`src/rtl/water_pkg.sv`:
```
// Shared definitions for the washer water path: controller state encoding,
// fault codes and default level width (also imported by the flow monitor).
package water_pkg;

    localparam int LEVEL_W_DEFAULT = 10;

    typedef enum logic [2:0] {
        ST_IDLE,
        ST_FILL,
        ST_DRAIN,
        ST_SETTLE,
        ST_FAULT
    } state_t;

    localparam logic [1:0] FC_NONE    = 2'd0;
    localparam logic [1:0] FC_MONITOR = 2'd1;
    localparam logic [1:0] FC_TIMEOUT = 2'd2;
    localparam logic [1:0] FC_ABORT   = 2'd3;

endpackage

```
`src/rtl/phase_timer.sv`:
```
// Clearable, saturating up-counter shared by the phase timeout and the
// settle delay; expired flags that the current count equals the limit.
module phase_timer #(
    parameter int MAX_CYCLES = 200,
    parameter int CNT_W      = $clog2(MAX_CYCLES + 1)
) (
    input  logic             clk,
    input  logic             reset,
    input  logic             clear,
    input  logic             enable,
    input  logic [CNT_W-1:0] limit,
    output logic             expired
);

    logic [CNT_W-1:0] count;

    // NOTE: reset is synchronous, so it is tested inside the clocked block
    // and never appears in the sensitivity list.
    always_ff @(posedge clk) begin
        if (reset) begin
            count <= '0;
        end else if (clear) begin
            count <= '0;
        end else if (enable && (count != '1)) begin
            // NOTE: state uses non-blocking assignment so every register
            // samples its inputs from the same pre-edge values.
            count <= count + 1'b1;
        end
    end

    assign expired = (count == limit);

endmodule

```
`src/rtl/water_level_controller.sv`:
```
// Fill/drain actuator controller: drives inlet valve or drain pump toward a
// latched target level, aborting into FAULT on monitor error, timeout or abort.
module water_level_controller
    import water_pkg::*;
#(
    parameter int LEVEL_W       = LEVEL_W_DEFAULT,
    parameter int SETTLE_CYCLES = 4,
    parameter int MAX_CYCLES    = 200
) (
    input  logic               clk,
    input  logic               reset,
    input  logic               cmd_valid,
    output logic               cmd_ready,
    input  logic               cmd_drain,
    input  logic [LEVEL_W-1:0] cmd_target,
    input  logic [LEVEL_W-1:0] water_level_sensor,
    input  logic               error_flag,
    input  logic               abort,
    output logic               valve_open,
    output logic               pump_on,
    output logic               mode,
    output logic               monitor_reset,
    output logic               busy,
    output logic               done,
    output logic               fault,
    output logic [1:0]         fault_code
);

    localparam int               CNT_W        = $clog2(MAX_CYCLES + 1);
    localparam logic [CNT_W-1:0] PHASE_LIMIT  = CNT_W'(MAX_CYCLES - 1);
    localparam logic [CNT_W-1:0] SETTLE_LIMIT = CNT_W'(SETTLE_CYCLES - 1);

    state_t             state_q, state_d;
    logic [LEVEL_W-1:0] target_q, target_d;
    logic               mode_d;
    logic               monitor_reset_d;
    logic               done_d;
    logic [1:0]         fault_code_d;
    logic               accept;
    logic               fill_met;
    logic               drain_met;
    logic               timer_clear;
    logic               timer_enable;
    logic               timer_expired;
    logic [CNT_W-1:0]   timer_limit;

    assign accept    = cmd_valid && cmd_ready;
    assign fill_met  = (water_level_sensor >= target_q);
    assign drain_met = (water_level_sensor <= target_q);

    // Any state change starts a fresh count, so FILL/DRAIN/SETTLE each begin at 0.
    assign timer_clear  = (state_d != state_q);
    assign timer_enable = (state_q == ST_FILL) || (state_q == ST_DRAIN) ||
                          (state_q == ST_SETTLE);
    assign timer_limit  = (state_q == ST_SETTLE) ? SETTLE_LIMIT : PHASE_LIMIT;

    phase_timer #(
        .MAX_CYCLES (MAX_CYCLES),
        .CNT_W      (CNT_W)
    ) u_phase_timer (
        .clk     (clk),
        .reset   (reset),
        .clear   (timer_clear),
        .enable  (timer_enable),
        .limit   (timer_limit),
        .expired (timer_expired)
    );

    // NOTE: every variable gets a default before the case statement so no
    // path leaves it unassigned and no latch is inferred.
    always_comb begin
        state_d         = state_q;
        target_d        = target_q;
        mode_d          = mode;
        fault_code_d    = fault_code;
        monitor_reset_d = 1'b0;
        done_d          = 1'b0;

        case (state_q)
            ST_IDLE, ST_FAULT: begin
                if (accept) begin
                    target_d     = cmd_target;
                    mode_d       = !cmd_drain;
                    fault_code_d = FC_NONE;
                    if (cmd_drain) begin
                        if (water_level_sensor <= cmd_target) begin
                            state_d = ST_SETTLE;
                        end else begin
                            state_d         = ST_DRAIN;
                            monitor_reset_d = 1'b1;
                        end
                    end else begin
                        if (water_level_sensor >= cmd_target) begin
                            state_d = ST_SETTLE;
                        end else begin
                            state_d         = ST_FILL;
                            monitor_reset_d = 1'b1;
                        end
                    end
                end
            end

            // The monitor is held in reset on the first phase cycle, so its
            // error_flag is meaningless while monitor_reset is high.
            ST_FILL: begin
                if (abort) begin
                    state_d      = ST_FAULT;
                    fault_code_d = FC_ABORT;
                end else if (error_flag && !monitor_reset) begin
                    state_d      = ST_FAULT;
                    fault_code_d = FC_MONITOR;
                end else if (fill_met) begin
                    state_d = ST_SETTLE;
                end else if (timer_expired) begin
                    state_d      = ST_FAULT;
                    fault_code_d = FC_TIMEOUT;
                end
            end

            ST_DRAIN: begin
                if (abort) begin
                    state_d      = ST_FAULT;
                    fault_code_d = FC_ABORT;
                end else if (error_flag && !monitor_reset) begin
                    state_d      = ST_FAULT;
                    fault_code_d = FC_MONITOR;
                end else if (drain_met) begin
                    state_d = ST_SETTLE;
                end else if (timer_expired) begin
                    state_d      = ST_FAULT;
                    fault_code_d = FC_TIMEOUT;
                end
            end

            ST_SETTLE: begin
                if (abort) begin
                    state_d      = ST_FAULT;
                    fault_code_d = FC_ABORT;
                end else if (timer_expired) begin
                    state_d = ST_IDLE;
                    done_d  = 1'b1;
                end
            end

            default: begin
                state_d = ST_IDLE;
            end
        endcase
    end

    // Outputs are registered from the next state so they line up with the
    // state they describe, one edge after the deciding inputs.
    always_ff @(posedge clk) begin
        if (reset) begin
            state_q       <= ST_IDLE;
            target_q      <= '0;
            cmd_ready     <= 1'b1;
            valve_open    <= 1'b0;
            pump_on       <= 1'b0;
            mode          <= 1'b1;
            monitor_reset <= 1'b0;
            busy          <= 1'b0;
            done          <= 1'b0;
            fault         <= 1'b0;
            fault_code    <= FC_NONE;
        end else begin
            state_q       <= state_d;
            target_q      <= target_d;
            cmd_ready     <= (state_d == ST_IDLE) || (state_d == ST_FAULT);
            valve_open    <= (state_d == ST_FILL);
            pump_on       <= (state_d == ST_DRAIN);
            mode          <= mode_d;
            monitor_reset <= monitor_reset_d;
            busy          <= (state_d == ST_FILL) || (state_d == ST_DRAIN) ||
                             (state_d == ST_SETTLE);
            done          <= done_d;
            fault         <= (state_d == ST_FAULT);
            fault_code    <= fault_code_d;
        end
    end

endmodule

```
`config.mk`:
```
export PLATFORM = sky130hd
export DESIGN_NAME = water_level_controller
export DESIGN_NICKNAME = d
export VERILOG_FILES = /design/src/rtl/water_pkg.sv /design/src/rtl/phase_timer.sv /design/src/rtl/water_level_controller.sv
export SDC_FILE = /design/constraint.sdc
export NUM_CORES = 1
export LEC_CHECK = 0
export CORE_ASPECT_RATIO = 0.5
export CORE_MARGIN = 5
export CORE_UTILIZATION = 53
export DETAILED_ROUTE_END_ITERATION = 7
export PLACE_DENSITY_LB_ADDON = 0.12
export SETUP_SLACK_MARGIN = 0.15
export SYNTH_ARGS = -nofsm -noshare
export SYNTH_HDL_FRONTEND = slang
export SYNTH_SLANG_ARGS = --single-unit
```
`constraint.sdc`:
```
create_clock -name clk -period 3 [get_ports clk]
set_clock_uncertainty 0.15 [all_clocks]
set_input_delay 0.6 -clock clk [delete_from_list [all_inputs] [get_ports clk]]
set_output_delay 0.6 -clock clk [all_outputs]
set_load 0.02 [all_outputs]
```
==> summary.md <==
| Metric | Value |
|---|---|
| Met1 GRT Util | `24.00%` |
| Max Cap Viol | `0` |
| Fillers | `251` |
| RSZ-0062 raised after global routing | `no` |
| Sequential area share after synthesis | `between 20% and 30%` |
| Synth top area share | `29.99%` |
| Initial antenna violation count | `0` |
| CP Cell Sequence | `clkdlybuf4s50_1, ha_1, nand2b_4, a211oi_1, a2111o_1, o31ai_4, a31oi_4, nor4_2` |
| Row cnt | `16` |
| Hold_sp | `target_q[9]` |
| Mapped Area | `between 2000 and 2500 µm²` |
| Yosys top cell by area | `dfxtp_1` |
| Wirelength per Cell | `roughly 16 µm` |
| CTS root buf | `clkbuf_8` |
| Net count after synthesis | `299` |
| I/O pin cnt | `36` |
| Final ANT Viol Nets | `0` |
| Global-route wire length before repair | `9011 µm` |
| Syn Inst Count | `252` |
| Nets@finish | `about 350` |
| Vias in the first global route | `between 2000 and 2500` |
| Worst slew pin tran | `approximately 570 ps` |
| Period utilization | `93.09%` |
| F_max | `about 0.36 GHz` |
| Top post-synthesis cells by area | `dfxtp_1 (30%), ha_1 (13%), nand2_1 (6.2%)` |
| Gr usage total | `21.67%` |
| Hold path cells | `2` |
| Avg Cell Area, Syn | `slightly above 8 µm²` |
| Slew HR | `61.76%` |
| Number of I/O port buffers | `35` |
| CTS buffer count | `5` |
| WP data arrival | `2850 ps` |
| Chip height | `54.19 µm` |
| Power per Cell Area | `460.9 nW/µm²` |
| Hold Fails Final Rpt | `0` |
| Diode count | `0` |
| RR Startpoint | `target_q[3]` |
| Most frequent cells in the layout | `nand2_1 (33), dfxtp_1 (31), inv_1 (21)` |
| Startpoint Class | `primary input` |
| Setup violations, final | `0` |
| Max-slew violations | `0` |
| Critical path class | `in2reg` |
| Total Power | `1.356 mW` |
| Die W | `roughly 100 µm` |
| Yosys warns | `0` |
| Peak supply drop | `0.0003137 V` |
| Critical R2R Capture | `u_phase_timer.count[0]` |
| Status | `complete, no violations` |
| Worst skew pair latency | `290 ps` |
| Number of synthesized flops with an enable pin | `0` |
| Critical path's slowest cell | `clkdlybuf4s50_1` |
| Area of the die | `5330 µm²` |
| # hold bufs at CTS | `0` |
| Initial Utilization | `54.12%` |
| Placement Setup Slack | `-263.4 ps` |
| Final core utilization | `76.96%` |
| CP Buf/Inv Count | `1` |
| Worst setup margin | `207.4 ps` |
| Layout cells sized above 1 | `23.53%` |
| Setup TNS | `0 ps` |
| Initial drt markers | `between 100 and 150` |
| Tmin final | `2793 ps` |
| CTS tree | `done` |
| Post-synth top flop | `dfxtp_1` |
| Drt via density | `5.803` |
| Critical path data required time | `3050 ps` |
| Largest net degree at the start of global routing | `15` |
| Lkg Pwr | `between 1 and 1.5 nW` |
| Max incr delay on CP | `between 400 and 500 ps` |
| DP Wirelength | `3918 µm` |
| Register bit total from synthesis | `31` |
| Ys async rst share | `0%` |
| CP max FO | `8` |
| Met3 Use GR | `6.080%` |
| FF-to-FF path depth | `9` |
| Hold Path Class | `reg2reg` |
| Routability cong. | `about 0.91` |
| H-tree lvl count | `2` |
| GRT Max-Usage Layer | `met2` |
| Clk slew on worst S/H paths | `around 70 ps` |
| Commonest non-fill, non-tap cell in the layout | `nand2_1` |
| Drt drc | `0` |
| Vias | `2089` |
| Gr ovfl total | `0` |
| Drt pass-1 iters | `5` |
| Flop-to-flop setup slack | `approximately 460 ps` |
| Clock Path Buffers | `2` |
| Clock sink total | `31` |
| CP top delay family | `compound AO/OA/AOI/OAI gates` |
| Worst setup EP type | `flop` |
| Area growth, synth to finish | `42.20%` |
| Post-Route WL | `5837 µm` |
| Hold endpoint | `target_q[9]` |
| Post-synthesis cell type count | `47` |
| Core ar. | `3824 µm²` |
| M2 GR Usage | `between 40% and 50%` |
-- cells in the mapped netlist (all sizes together) (2+ instances only) --
library cell,instances
inv,26
xnor2,7
o211ai,4
and3,5
clkbuf,5
nor3,7
a21oi,23
mux2i,3
nand2b,5
buf,2
nor2b,3
a211oi,3
o21ai,10
a41oi,2
nor2,15
o31ai,3
ha,21
nand2,34
nand3,5
a21o,2
dfxtp,31
nand4,7
nor4,10
-- flip-flops by register name, summed over array words and instances, names as in the netlist --
signal / count
done: 1
busy: 1
valve_open: 1
fault: 1
fault_code: 2
u_phase_timer.count: 8
state_q: 3
mode: 1
target_q: 10
monitor_reset: 1
pump_on: 1
cmd_ready: 1
-- cells by family (layout without fill, tap and decap cells) --
| group | Yosys count | in the layout | share of synthesized area (%) |
|---|---|---|---|
| compound gates | 59 | 59 | 22.43 |
| xor+xnor | 8 | 8 | 3.386 |
| fa+ha+maj | 21 | 21 | 12.70 |
| buf+inv | 33 | 87 | 6.106 |
| flops | 31 | 31 | 29.99 |
| mux | 3 | 3 | 1.451 |
| simple gates | 97 | 97 | 23.94 |
-- per-layer routing --
layer,part of all wire (%),vias to the layer above,wire [µm]
li1,-,1008,-
met1,41,991,2413
met2,51,76,2975
met3,5.9,14,346
met4,1.7,0,102
met5,0,-,0
-- where the power goes --
part	total, mW	internal (mW)	switching (mW)
Clock	0.333	0.161	0.172
Sequential	0.490	0.454	0.0361
Combinational	0.534	0.243	0.291
-- tightest hold or removal path: stages (launching register included) --
cell     delay (ps)
dfxtp_1         310
nand2_1          50
a21oi_1          50
-- through the flow --
| step | instances | hold slack, ps | cell area, µm² |
|---|---|---|---|
| 6_report | 360 | 304.6 | 2943 |
| 4_1_cts | 360 | 306.2 | 2845 |
| 3_5_place_dp | 347 | 296.7 | 2556 |
| 5_1_grt | 360 | 322.5 | 2943 |
| 3_3_place_gp | 347 | 293.2 | 2556 |
| 2_1_floorplan | 252 | 286.3 | 2069 |
-- repair_timing --
action | CTS | global route
gates resized for setup | 25 | 27
pin swaps | 18 | 15
setup endpoints to repair | 9 | 15
setup buffers | 5 | 0
endpoints found under the hold margin | 0 | 0
-- worst max-delay path by stage --
stage / start / cells past startpoint / slack (ps) / end
after detailed placement: water_level_sensor[5] / 8 / -260 / u_phase_timer.count[3]
after floorplan: cmd_target[5] / 8 / 420 / u_phase_timer.count[0]
final: cmd_target[0] / 8 / 210 / u_phase_timer.count[1]
after global placement: cmd_target[5] / 9 / -190 / busy
after global routing: cmd_target[6] / 9 / 90 / u_phase_timer.count[1]
after CTS: water_level_sensor[9] / 10 / 140 / u_phase_timer.count[3]
-- layout make-up --
| type | instances | area, µm² | area share, % |
|---|---|---|---|
| Timing Repair Buffer | 53 | 520.5 | 17.69 |
| Tap cell | 54 | 67.56 | 2.296 |
| Inverter | 26 | 97.59 | 3.316 |
| Multi-Input combinational cell | 188 | 1548 | 52.59 |
| Clock inverter | 3 | 20.02 | 0.6803 |
| Sequential cell | 31 | 620.6 | 21.09 |
| Clock buffer | 5 | 68.82 | 2.338 |
No activity file was read; power rests on OpenSTA's default activity.
